## src/rtl/ioctl_word_loader_if.sv

```systemverilog
// ioctl_word_loader_if: hps_io download side plus word-memory request side of the loader
interface ioctl_word_loader_if #(
  parameter int DATA_W      = 16,
  parameter int ADDR_W      = 16,
  parameter int NUM_TARGETS = 4
);
  localparam int LANES = DATA_W / 8;
  logic                   ioctl_download;
  logic [7:0]             ioctl_index;
  logic                   ioctl_wr;
  logic [24:0]            ioctl_addr;
  logic [7:0]             ioctl_dout;
  logic                   ioctl_wait;
  logic                   mem_req;
  logic                   mem_ack;
  logic [NUM_TARGETS-1:0] mem_sel;
  logic [ADDR_W-1:0]      mem_addr;
  logic [DATA_W-1:0]      mem_data;
  logic [LANES-1:0]       mem_be;
  logic                   busy;
  logic                   done;
  logic [7:0]             checksum;
  logic                   overflow;
  modport master (
    output ioctl_download, ioctl_index, ioctl_wr, ioctl_addr, ioctl_dout, mem_ack,
    input  ioctl_wait, mem_req, mem_sel, mem_addr, mem_data, mem_be, busy, done, checksum, overflow
  );
  modport slave (
    input  ioctl_download, ioctl_index, ioctl_wr, ioctl_addr, ioctl_dout, mem_ack,
    output ioctl_wait, mem_req, mem_sel, mem_addr, mem_data, mem_be, busy, done, checksum, overflow
  );
endinterface

```

## src/rtl/ioctl_word_loader.sv

```systemverilog
// ioctl_word_loader: packs hps_io download bytes into words and queues them to the selected memory
module ioctl_word_loader #(
  parameter int DATA_W      = 16,
  parameter int ADDR_W      = 16,
  parameter int NUM_TARGETS = 4,
  parameter int FIFO_DEPTH  = 4
) (
  input logic              clk_sys,
  input logic              reset_n,
  ioctl_word_loader_if.slave bus
);
  localparam int LANES = DATA_W / 8;
  localparam int LW    = LANES > 1 ? $clog2(LANES) : 1;
  localparam int PW    = $clog2(FIFO_DEPTH);
  localparam int EW    = ADDR_W + DATA_W + LANES;
  typedef enum logic [1:0] {IDLE, LOAD, FLUSH, DONE} state_t;
  state_t            state_q, state_d;
  logic              dl_q;
  logic [7:0]        idx_q;
  logic [7:0]        sum_q, sum_d;
  logic              ovf_q, ovf_d;
  logic [DATA_W-1:0] pdata_q, pdata_d, pd;
  logic [LANES-1:0]  pbe_q, pbe_d, pb;
  logic [ADDR_W-1:0] pword_q, pword_d;
  logic              full_q, full_d;
  logic [EW-1:0]     fifo_q [FIFO_DEPTH];
  logic [EW-1:0]     head;
  logic [PW-1:0]     wp_q, rp_q;
  logic [PW:0]       cnt_q;
  logic [LW-1:0]     lane;
  logic [24:0]       word_full;
  logic              start, acc, good, pend, pop, push, space, keep, req;
  assign word_full = 25'(bus.ioctl_addr / LANES);
  assign lane      = LW'(bus.ioctl_addr % LANES);
  assign start     = state_q == IDLE && bus.ioctl_download && !dl_q;
  assign acc       = state_q == LOAD && bus.ioctl_wr;
  assign good      = acc && 32'(idx_q) < NUM_TARGETS && (word_full >> ADDR_W) == '0;
  assign req       = cnt_q != '0;
  assign pop       = req && bus.mem_ack;
  assign pend      = |pbe_q;
  assign space     = cnt_q != (PW+1)'(FIFO_DEPTH) || pop;
  // a completed word leaves the packer the cycle after its last lane, so at most one push per cycle
  assign push      = pend && space && (full_q || state_q == FLUSH || (good && ADDR_W'(word_full) != pword_q));
  assign keep      = pend && !push;
  always_comb begin
    pd = keep ? pdata_q : '0;
    pb = keep ? pbe_q : '0;
    pd[lane*8 +: 8] = bus.ioctl_dout;
    pb[lane] = 1'b1;
    pdata_d = start ? '0 : good ? pd : push ? '0 : pdata_q;
    pbe_d   = start ? '0 : good ? pb : push ? '0 : pbe_q;
    pword_d = start ? '0 : good ? ADDR_W'(word_full) : pword_q;
    full_d  = start ? 1'b0 : good ? lane == LW'(LANES-1) : push ? 1'b0 : full_q;
    sum_d   = start ? '0 : good ? sum_q + bus.ioctl_dout : sum_q;
    ovf_d   = start ? 1'b0 : ovf_q | (acc && !good);
  end
  always_comb begin
    state_d = state_q == IDLE  ? (start ? LOAD : IDLE) :
              state_q == LOAD  ? (bus.ioctl_download ? LOAD : FLUSH) :
              state_q == FLUSH ? (!pend && cnt_q == '0 ? DONE : FLUSH) : IDLE;
  end
  always_ff @(posedge clk_sys or negedge reset_n)
    if (!reset_n) begin
      state_q <= IDLE;
      dl_q    <= 1'b0;
      idx_q   <= '0;
      sum_q   <= '0;
      ovf_q   <= 1'b0;
      pdata_q <= '0;
      pbe_q   <= '0;
      pword_q <= '0;
      full_q  <= 1'b0;
      wp_q    <= '0;
      rp_q    <= '0;
      cnt_q   <= '0;
    end else begin
      state_q <= state_d;
      dl_q    <= bus.ioctl_download;
      idx_q   <= start ? bus.ioctl_index : idx_q;
      sum_q   <= sum_d;
      ovf_q   <= ovf_d;
      pdata_q <= pdata_d;
      pbe_q   <= pbe_d;
      pword_q <= pword_d;
      full_q  <= full_d;
      wp_q    <= wp_q + PW'(push);
      rp_q    <= rp_q + PW'(pop);
      cnt_q   <= cnt_q + (PW+1)'(push) - (PW+1)'(pop);
    end
  always_ff @(posedge clk_sys)
    if (push) fifo_q[wp_q] <= {pword_q, pdata_q, pbe_q};
  assign head         = fifo_q[rp_q];
  assign bus.mem_req  = req;
  assign bus.mem_addr = req ? head[EW-1 -: ADDR_W] : '0;
  assign bus.mem_data = req ? head[LANES +: DATA_W] : '0;
  assign bus.mem_be   = req ? head[LANES-1:0] : '0;
  assign bus.mem_sel  = req ? NUM_TARGETS'(1) << idx_q : '0;
  assign bus.checksum = sum_q;
  assign bus.overflow = ovf_q;
  always_comb begin
    bus.busy       = state_q != IDLE;
    bus.done       = state_q == DONE;
    bus.ioctl_wait = cnt_q >= (PW+1)'(FIFO_DEPTH-1) || state_q == FLUSH;
  end
endmodule

```

## src/flat_wrapper.sv

```systemverilog
// flat-port wrapper written by rule: the top's interface ports become plain ports
module ioctl_word_loader_flat 
#(
  parameter int DATA_W      = 16,
  parameter int ADDR_W      = 16,
  parameter int NUM_TARGETS = 4,
  parameter int FIFO_DEPTH  = 4
)
  (clk_sys, reset_n, bus_ioctl_download, bus_ioctl_index, bus_ioctl_wr, bus_ioctl_addr, bus_ioctl_dout, bus_mem_ack, bus_ioctl_wait, bus_mem_req, bus_mem_sel, bus_mem_addr, bus_mem_data, bus_mem_be, bus_busy, bus_done, bus_checksum, bus_overflow);
  ioctl_word_loader_if #(.DATA_W(DATA_W), .ADDR_W(ADDR_W), .NUM_TARGETS(NUM_TARGETS)) bus_i ();
  input logic clk_sys;
  input logic reset_n;
  input wire logic [$bits(bus_i.ioctl_download)-1:0] bus_ioctl_download;
  input wire logic [$bits(bus_i.ioctl_index)-1:0] bus_ioctl_index;
  input wire logic [$bits(bus_i.ioctl_wr)-1:0] bus_ioctl_wr;
  input wire logic [$bits(bus_i.ioctl_addr)-1:0] bus_ioctl_addr;
  input wire logic [$bits(bus_i.ioctl_dout)-1:0] bus_ioctl_dout;
  input wire logic [$bits(bus_i.mem_ack)-1:0] bus_mem_ack;
  output wire logic [$bits(bus_i.ioctl_wait)-1:0] bus_ioctl_wait;
  output wire logic [$bits(bus_i.mem_req)-1:0] bus_mem_req;
  output wire logic [$bits(bus_i.mem_sel)-1:0] bus_mem_sel;
  output wire logic [$bits(bus_i.mem_addr)-1:0] bus_mem_addr;
  output wire logic [$bits(bus_i.mem_data)-1:0] bus_mem_data;
  output wire logic [$bits(bus_i.mem_be)-1:0] bus_mem_be;
  output wire logic [$bits(bus_i.busy)-1:0] bus_busy;
  output wire logic [$bits(bus_i.done)-1:0] bus_done;
  output wire logic [$bits(bus_i.checksum)-1:0] bus_checksum;
  output wire logic [$bits(bus_i.overflow)-1:0] bus_overflow;
  assign bus_i.ioctl_download = bus_ioctl_download;
  assign bus_i.ioctl_index = bus_ioctl_index;
  assign bus_i.ioctl_wr = bus_ioctl_wr;
  assign bus_i.ioctl_addr = bus_ioctl_addr;
  assign bus_i.ioctl_dout = bus_ioctl_dout;
  assign bus_i.mem_ack = bus_mem_ack;
  assign bus_ioctl_wait = bus_i.ioctl_wait;
  assign bus_mem_req = bus_i.mem_req;
  assign bus_mem_sel = bus_i.mem_sel;
  assign bus_mem_addr = bus_i.mem_addr;
  assign bus_mem_data = bus_i.mem_data;
  assign bus_mem_be = bus_i.mem_be;
  assign bus_busy = bus_i.busy;
  assign bus_done = bus_i.done;
  assign bus_checksum = bus_i.checksum;
  assign bus_overflow = bus_i.overflow;
  ioctl_word_loader #(.DATA_W(DATA_W), .ADDR_W(ADDR_W), .NUM_TARGETS(NUM_TARGETS), .FIFO_DEPTH(FIFO_DEPTH)) u_core (.clk_sys(clk_sys), .reset_n(reset_n), .bus(bus_i));
endmodule
```

## config.mk

```make
export PLATFORM = sky130hd
export DESIGN_NAME = ioctl_word_loader_flat
export DESIGN_NICKNAME = d
export VERILOG_FILES = /design/src/rtl/ioctl_word_loader_if.sv /design/src/rtl/ioctl_word_loader.sv /design/src/flat_wrapper.sv
export SDC_FILE = /design/constraint.sdc
export NUM_CORES = 1
export LEC_CHECK = 0
export BUFFER_PORTS_ARGS = -buffer_cell sky130_fd_sc_hd__buf_2
export CORE_MARGIN = 3
export CORE_UTILIZATION = 60
export CTS_CLUSTER_SIZE = 8
export DETAILED_ROUTE_END_ITERATION = 8
export GPL_TIMING_DRIVEN = 1
export HOLD_SLACK_MARGIN = 0.03
export PLACE_DENSITY = 0.89
export SYNTH_ARGS = -nofsm -noshare
export SYNTH_HDL_FRONTEND = slang
export SYNTH_SLANG_ARGS = --single-unit
```

## constraint.sdc

```tcl
create_clock -name clk_sys -period 12.5 [get_ports clk_sys]
set_input_delay 0 -clock clk_sys [delete_from_list [all_inputs] [get_ports clk_sys]]
set_output_delay 0 -clock clk_sys [all_outputs]
set_load 0.02 [all_outputs]
```

Yosys cells after proc, flatten, opt, wreduce, memory -nomap -nowiden --
Memories as Yosys holds them, arrays and structs flattened. Index checks and enable logic that the tools add are counted.
Storage, ports and cells: register bits 62, latch bits 0, RAM bits 136, bits in read-only memories 0, bits of input ports 46, memories 1
Memory list:
- u_core.fifo_q | words 4, bits a word 34, read ports 1, clocked after Yosys merged registers in 0, write ports 1, line ioctl_word_loader.sv:26 | logic [EW-1:0] fifo_q [FIFO_DEPTH];
Cells by class: add/sub/neg operators 6, $mul 0, divide/modulo/power cells 0, magnitude comparators 4, equal/unequal tests 5, shift-type cells 3, muxes and demuxes 31, bitwise operators 2, reduce and logical (&&, ||, !) cells 29
Operators with widths (count):
- 16-bit 2-to-1 mux | 8
- 4-bit negation with 34-bit output | 1
- 8-bit by 34-bit variable shift with 16-bit output, first input constant | 1
- 8-bit by 34-bit indexed part select with 16-bit output | 1
- 25-bit zero test | 1
- 2-bit 2-to-1 mux | 9
- 16-bit bitwise mux | 1
- 8-bit 2-to-1 mux | 2
- 16-bit != test | 1
- 1-bit logical AND | 13
- 1-bit 2-to-1 mux | 9
- 8-bit adder | 1
- 8-bit by 3-bit less-than comparator with 1-bit output, second input constant | 1
- 1-bit by 8-bit left shift with 4-bit output, first input constant | 1
- 3-bit nonzero test | 2
- 2-bit by 1-bit adder with 2-bit output | 2
- 2-bit equality test, second input constant | 2
- 1-bit zero test | 4
- 1-bit logical OR | 4
- 4-bit 2-to-1 mux | 1
- 2-bit nonzero test | 2
- 3-bit by 1-bit adder with 3-bit output | 1
- 3-bit by 2-bit greater-or-equal comparator with 1-bit output, second input constant | 1
- 3-bit zero test | 1
- other kinds (10) | 10

Longest topological paths before layout --
Gate-level depths: netlist of the first run.
word-level depth 13, mapped depth 10, depth with buffers taken out 9

Worst setup path before layout of the first run --
Ideal clock, no wire load.
path kind reg-to-reg, start register u_core.idx_q[4], end memory u_core.fifo_q[1][0] (netlist bit) (enable), library setup time 475 ps, arrival time 4080 ps, required time 12025 ps, setup slack 7945 ps, cell stages (with the launch flop) 8, path buffers 1, path through dfrtp_1 -> nor4_1 -> nand2_1 -> or3_1 -> buf_6 -> nor2_2 -> o21ai_2 -> nor3b_1
Between the ends: cells in the longest elaborated chain, start to end 8
RTL lines:
- from (decl) | line ioctl_word_loader.sv:19 | logic [7:0] idx_q;
- from (signal assigned) | line ioctl_word_loader.sv:79 | idx_q <= start ? bus.ioctl_index : idx_q;
- 8-bit by 3-bit less-than comparator with 1-bit output | line ioctl_word_loader.sv:37 | assign good = acc && 32'(idx_q) < NUM_TARGETS && (word_full >> ADDR_W) == '0;
- 1-bit logical AND (2 in series) | line ioctl_word_loader.sv:37
- 1-bit logical AND | line ioctl_word_loader.sv:43 | assign push = pend && space && (full_q || state_q == FLUSH || (good && ADDR_W'(word_full) != pword_q));
- 1-bit logical OR | line ioctl_word_loader.sv:43
- 1-bit logical AND | line ioctl_word_loader.sv:43
- 1-bit 2-to-1 mux | line ioctl_word_loader.sv:91 | if (push) fifo_q[wp_q] <= {pword_q, pdata_q, pbe_q};
- 1-bit 2-to-1 mux (implied by the code) | line ioctl_word_loader.sv:91
- to (decl) | line ioctl_word_loader.sv:26
No other way between the ends.

Worst setup path in the final report of the first run --
start register u_core.idx_q[4], end memory u_core.fifo_q[2][22] (netlist bit) (enable)
Same word-level chain as after synthesis.

==> results.toml, run 1 <==
[drt]
drtIter0Drc = 521
vias = 5184
top_layer = "met4"
drc_errors = 0
wl_met3_um = 1344
via_per_inst = 6.149
ant_nets = 0
route.met2.wl_um = 9424
firstDrtPassIters = 5
wl_um = 18460
wl_per_cell_um = 21.90
met1Wirelength_um = 7127

[setup_path]
crit_path_end_kind = "flop"
r2r_cells = 7
worstPathMaxFanout = 28
cp-start-kind = "flop"
reg2reg_to = "u_core.fifo_q[2][22]"
r2r-start = "u_core.idx_q[4]"
critPathArrivalTime_ns = 4.01
worst-endpoint-required_ns = 12.61
reg2reg_slack_ns = 8.60
criticalPathCategory = "reg2reg"

[timing]
rsz0062_at_grt = "false"
period_share = 0.3119
tightest_slew_ns = 1.070
setup-tns-final_ns = 0
clock_skew_ns = 0.01286
drv_slew = 0
finalSetupViolations = 0
finalHoldViolCount = 0
layout_min_cycle_time_ns = 3.898
fmax_ghz = 0.2565
slew_headroom = 0.2838

[power_and_ir_drop]
p_leak_nw = 4.132
power_mw = 1.785
switchingPower_uw = 562.0
clkPwrFrac = 0.308
p_sw_frac = 0.3149
comb_power_share = 0.271
p_seq_frac = 0.421
power.density_nw_per_um2 = 181.0
vdd_drop_max_mv = 0.1070
internal_power_mw = 1.223

[yosys]
synth_adder_area_share = 0.02320
synth_warnings = 0
synthXorXnorAreaFrac = 0.02457
yosys.area_share.simple = 0.1022
syn-num-nets = 574
synth_edf_count = 136
synth-main-ff-cell = "edfxtp_1"
synth_cell_types = 45
synth_cells = 514
syn_avg_cell_area_um2 = 15.95
synth_mux_area_frac = 0.1068
synth_area_um2 = 8199
synthArstFlopShare = 0.3131
yosysSeqAreaShare = 0.6873
synth_seq_cells = 198
synth-compound-area-share = 0.03769
synth_top_family_by_area = "multiplexers"

[floorplan]
ios = 97
initial_core_util = 0.6167
die_area_um2 = 15100
rows = 42
core-area_um2 = 13300
die_h_um = 122.9
die_w_um = 122.9

[grt]
grt_pass1_vias = 5314
grt_pass1_wl_um = 29280
antenna_found_initial = 0
grt_start_max_net_pins = 63
grtUsageTotal = 0.2650
grt.overflow.total = 0

[finish]
regArea_um2 = 5637
mostFrequentLayoutCells = "136 x edfxtp_1, 96 x buf_2, 61 x dfrtp_1"
nets = 714
final_area_um2 = 9861
drive_gt1_frac = 0.2939
multi_input_area_um2 = 2440
nFillCells = 708
final_common_cell = "edfxtp_1"
antenna-diode-count = 0
area_growth_pct = 20.27

[clock_tree]
cts.repair.resized = 0
path_clk_slew_ns = 0.07
numCtsBuffers = 17
cts_sinks = 198
clockBufferDepth = 2
cts_max_level = 4
clkLatencyLatePin_ns = 0.44
cts_root_buffer = "clkbuf_16"
cts_tree = "yes"

[placement]
hpwl_um = 10960
place.gp.congestion = 0.8806
postPlaceCellArea_um2 = 8912
io_buffers = 96

[min_path]
hp-start = "bus_ioctl_addr[21]"
hold_class = "in2reg"
holdPathEnd = "u_core.bus.checksum[0]"
hold_depth = 6

[flow_run]
maxCapViolCount = 0

[run_status]
status = "finished clean"
[power groups by stage]
| stage | clock network [mW] | registers [mW] | logic, mW |
|---|---|---|---|
| CTS | 0.553 | 0.751 | 0.491 |
| finish | 0.549 | 0.752 | 0.484 |
| global placement | 0 | 0.760 | 0.469 |
| detailed placement | 0 | 0.764 | 0.477 |
| global route | 0.578 | 0.756 | 0.527 |
| floorplan | 0 | 0.750 | 0.351 |
[worst max-delay path: stages (launching register included)]
cell     delay [ns]
dfrtp_1        0.38
nor4_1         0.32
nand2_1        0.25
or3_1          0.85
nor2_2         0.26
o21ai_2        0.15
nor3b_2        0.88
buf_4          0.47
[flip-flops by register name (all words and copies together), names as in the netlist, 2 cells and up, named ones only]
name                 flops
u_core.fifo_q          136
u_core.pdata_q          16
u_core.pword_q          16
u_core.bus.checksum      8
u_core.idx_q             8
u_core.cnt_q             3
u_core.pbe_q             2
u_core.rp_q              2
u_core.wp_q              2
[final cells by class]
| cell class | count | share of cell area |
|---|---|---|
| Sequential cell | 198 | 0.5716 |
| Multi-Input combinational cell | 280 | 0.2474 |
| Timing Repair Buffer | 143 | 0.09364 |
| Clock buffer | 17 | 0.04314 |
| Tap cell | 176 | 0.02233 |
| Clock inverter | 15 | 0.01650 |
| Inverter | 14 | 0.005329 |
[routing by layer]
| layer | vias to the layer above | track usage |
|---|---|---|
| met1 | 2616 | 0.3480 |
| met3 | 53 | 0.04895 |
| met2 | 291 | 0.4380 |
| li1 | 2224 | - |
| met5 | - | 0 |
| met4 | 0 | 0.1183 |
[repair_timing]
action                                  in CTS  in global routing
hold buffers                                36                  0
endpoints found under the hold margin      110                  0
endpoints found under the setup margin       0                  0
setup buffers                                0                  0
[kinds of logic (layout without fill, tap and decap cells)]
logic type	Yosys count	in the layout
muxes	44	44
adders and majority gates	14	14
DFF	198	198
AOI/OAI and AO/OA	40	40
xor gates and xnor gates	23	23
and+or+nand+nor	159	159
buffers and inverters	36	189
[synth_stat cells, types with 2 or more instances]
cell | instances | area [um^2]
edfxtp_1 | 136 | 4084
dfrtp_1 | 62 | 1551
nand2_1 | 48 | 180.2
nor2b_1 | 37 | 231.5
mux4_2 | 34 | 765.7
nand3_1 | 26 | 130.1
xnor2_1 | 18 | 157.7
clkbuf_1 | 16 | 60.06
inv_1 | 14 | 52.55
ha_1 | 12 | 150.1
nor2_1 | 12 | 45.04
o21ai_0 | 10 | 50.05
a22o_1 | 8 | 70.07
a32o_1 | 8 | 80.08
mux2_2 | 8 | 90.09
buf_2 | 5 | 25.02
nor3_1 | 5 | 25.02
xor2_1 | 5 | 43.79
nand2b_1 | 4 | 25.02
nand4_1 | 4 | 25.02
nor4_1 | 4 | 25.02
and3_1 | 3 | 18.77
nor3b_1 | 3 | 22.52
o21ai_2 | 3 | 26.28
a21oi_1 | 2 | 10.01
fa_1 | 2 | 40.04
mux2i_1 | 2 | 20.02
nor4b_1 | 2 | 17.52
o21a_1 | 2 | 15.01
o21bai_1 | 2 | 15.01
o41ai_1 | 2 | 17.52
or4_1 | 2 | 15.01
[worst max path at each step]
stage               startpoint                    to  cells past startpoint
3_5_place_dp   u_core.idx_q[4]  u_core.fifo_q[2][28]                      7
3_3_place_gp   u_core.idx_q[4]  u_core.fifo_q[2][28]                      7
5_1_grt        u_core.idx_q[4]  u_core.fifo_q[2][30]                      7
2_1_floorplan  u_core.idx_q[4]   u_core.fifo_q[1][0]                      7
6_report       u_core.idx_q[4]  u_core.fifo_q[2][22]                      7
4_1_cts        u_core.idx_q[4]  u_core.fifo_q[2][18]                      7
[per-stage QoR]
step / cells / hold slack [ns] / worst slack [ns] / util
final: 843 / 0.07732 / 8.602 / 0.7417
after global routing: 843 / 0.1191 / 8.297 / 0.7417
after CTS: 843 / 0.07025 / 8.592 / 0.7417
after detailed placement: 775 / 0.1550 / 8.627 / 0.6703
after global placement: 775 / 0.1485 / 8.790 / 0.6703
after floorplan: 514 / -0.2956 / 7.945 / -
Note: power is estimated with default switching activity, not from simulation.
==> run 2: changes to the inputs <==
--- a/config.mk
+++ b/config.mk
@@ -7,12 +7,12 @@
 export LEC_CHECK = 0
 export BUFFER_PORTS_ARGS = -buffer_cell sky130_fd_sc_hd__buf_2
 export CORE_MARGIN = 3
-export CORE_UTILIZATION = 60
+export CORE_UTILIZATION = 58
 export CTS_CLUSTER_SIZE = 8
 export DETAILED_ROUTE_END_ITERATION = 8
 export GPL_TIMING_DRIVEN = 1
 export HOLD_SLACK_MARGIN = 0.03
-export PLACE_DENSITY = 0.89
+export PLACE_DENSITY = 0.86
 export SYNTH_ARGS = -nofsm -noshare
 export SYNTH_HDL_FRONTEND = slang
 export SYNTH_SLANG_ARGS = --single-unit
==> constraint.sdc (replaced) <==
create_clock -name clk_sys -period 3.75 [get_ports clk_sys]
set_input_delay 0 -clock clk_sys [delete_from_list [all_inputs] [get_ports clk_sys]]
set_output_delay 0 -clock clk_sys [all_outputs]
set_load 0.02 [all_outputs]
==> results.toml, run 2 (same netlist as run 1, synthesis figures left out) <==
[run_status]
status = "finished clean"

[setup_path]
r2r_cells = 9
criticalPathCategory = "reg2reg"
cp-start-kind = "flop"
cp_num_cells = 9
critPathBufInv = 1
worstPathMaxFanout = 6
cp_top_family = "simple AND/OR/NAND/NOR gates"
crit_path_end_kind = "flop"
worstPathCellList = "xnor2_1 -> nand4_1 -> nor4_1 -> nor2_2 -> o21ai_2 -> inv_1 -> ha_1 -> fa_1 -> xor2_1"
cp_slowest_cell = "nor4_1"
worst-endpoint-required_ns = 4.06
critPathArrivalTime_ns = 3.34
slowest_delay_ns = 0.61

[clock_tree]
cts_max_level = 4
postCtsSetupRepairBufs = 0
cts-hold-fix-buffers = 35
numCtsBuffers = 17
path_clk_slew_ns = 0.07
cts_root_buffer = "clkbuf_16"
clkLatencyLatePin_ns = 0.43
cts.repair.resized = 0
cts_tree = "yes"
clockBufferDepth = 2
cts_sinks = 198

[power_and_ir_drop]
internal_power_mw = 4.145
p_sw_frac = 0.2990
comb_power_share = 0.270
vdd_drop_max_mv = 0.3300
p_leak_nw = 4.138
power_mw = 5.914
clkPwrFrac = 0.299
switchingPower_mw = 1.768
power.density_nw_per_um2 = 598.4
p_seq_frac = 0.431

[grt]
grt.overflow.total = 0
grt_start_max_net_pins = 44
grt_pass1_vias = 5486
grt_pass1_wl_um = 30040
antenna_found_initial = 0
grtUsageTotal = 0.2514

[min_path]
hold_class = "in2async"

[floorplan]
die_w_um = 124.9
initial_core_util = 0.6071
ios = 97
core-area_um2 = 13510
die_h_um = 124.9
rows = 42
die_area_um2 = 15600

[timing]
drv_slew = 0
layout_min_cycle_time_ns = 3.030
tightest_slew_ns = 1.057
finalHoldViolCount = 0
period_share = 0.8081
setup-tns-final_ns = 0
clock_skew_ns = 0.01331
fmax_ghz = 0.3300
whs_ns = 0.04189
finalSetupViolations = 0
rsz0062_at_grt = "false"
slew_headroom = 0.2895
fin_ws_ns = 0.7195

[drt]
ant_nets = 0
drc_errors = 0
wl_um = 18650
drtIter0Drc = 628
wl_per_cell_um = 22.04
vias = 5117
firstDrtPassIters = 7
via_per_inst = 6.048

[placement]
hpwl_um = 11390
dp_cells = 779
post-place-ws_ns = 0.7920
postPlaceCellArea_um2 = 8961
io_buffers = 96
place.gp.congestion = 0.8538

[finish]
largest_reg_flops = 136
final_common_cell = "edfxtp_1"
area_growth_pct = 20.54
final_cells = 846
drive_gt1_frac = 0.2925
top_register = "u_core.fifo_q"
largestRegisters = "u_core.fifo_q (136), u_core.pdata_q (16), u_core.pword_q (16)"
final_core_util = 0.7318
nets = 717
mostFrequentLayoutCells = "136 x edfxtp_1, 96 x buf_2, 61 x dfrtp_1"
final_area_um2 = 9883
antenna-diode-count = 0

[flow_run]
maxCapViolCount = 0
## run 2: changes by cell type in the layout (fill, tap and decap cells not counted), moves of 2 or more
| cell | previous run | this run |
|---|---|---|
| buf_4 | 11 | 15 |
| inv_6 | 4 | 0 |
| nor3b_4 | 0 | 2 |
| nor3b_2 | 2 | 0 |
| clkbuf_8 | 0 | 2 |
| clkbuf_1 | 0 | 4 |
| clkinv_2 | 1 | 4 |
| inv_8 | 4 | 0 |
## run 2: cell type report
| cell class | count | area, um^2 |
|---|---|---|
| flip-flops and latches | 198 | 5637 |
| clock buffers | 23 | 467.9 |
| inverters | 14 | 52.55 |
| fillers | 795 | 3622 |
| multi-input cells | 280 | 2459 |
| repair buffers | 146 | 943.4 |
| clock inverters | 9 | 103.9 |
| well taps | 176 | 220.2 |
## run 2: metal layers
metal / track usage / routed length (um)
met2: 0.4265 / 9736
met1: 0.3297 / 6940
met4: 0.07334 / 350
met5: 0 / 0
met3: 0.05746 / 1619
## run 2: final timing paths
path                                        start  slack (ns)                     end
hold / removal                            reset_n        0.04         u_core.idx_q[5]
min in group clk_sys                  bus_mem_ack        0.10          u_core.rp_q[0]
setup reg to reg               u_core.pword_q[10]        0.72         u_core.cnt_q[2]
setup / recovery               u_core.pword_q[10]        0.72         u_core.cnt_q[2]
max in group asynchronous                 reset_n        2.70          u_core.rp_q[0]
hold reg to reg            u_core.bus.checksum[7]        0.48  u_core.bus.checksum[7]
## run 2: power by group through the flow
stage / Clock [mW] / Sequential [mW] / Combinational, mW
3_3_place_gp: 0 / 2.58 / 1.54
4_1_cts: 1.78 / 2.55 / 1.61
3_5_place_dp: 0 / 2.59 / 1.57
5_1_grt: 1.88 / 2.57 / 1.72
6_report: 1.77 / 2.55 / 1.60
2_1_floorplan: 0 / 2.50 / 1.17
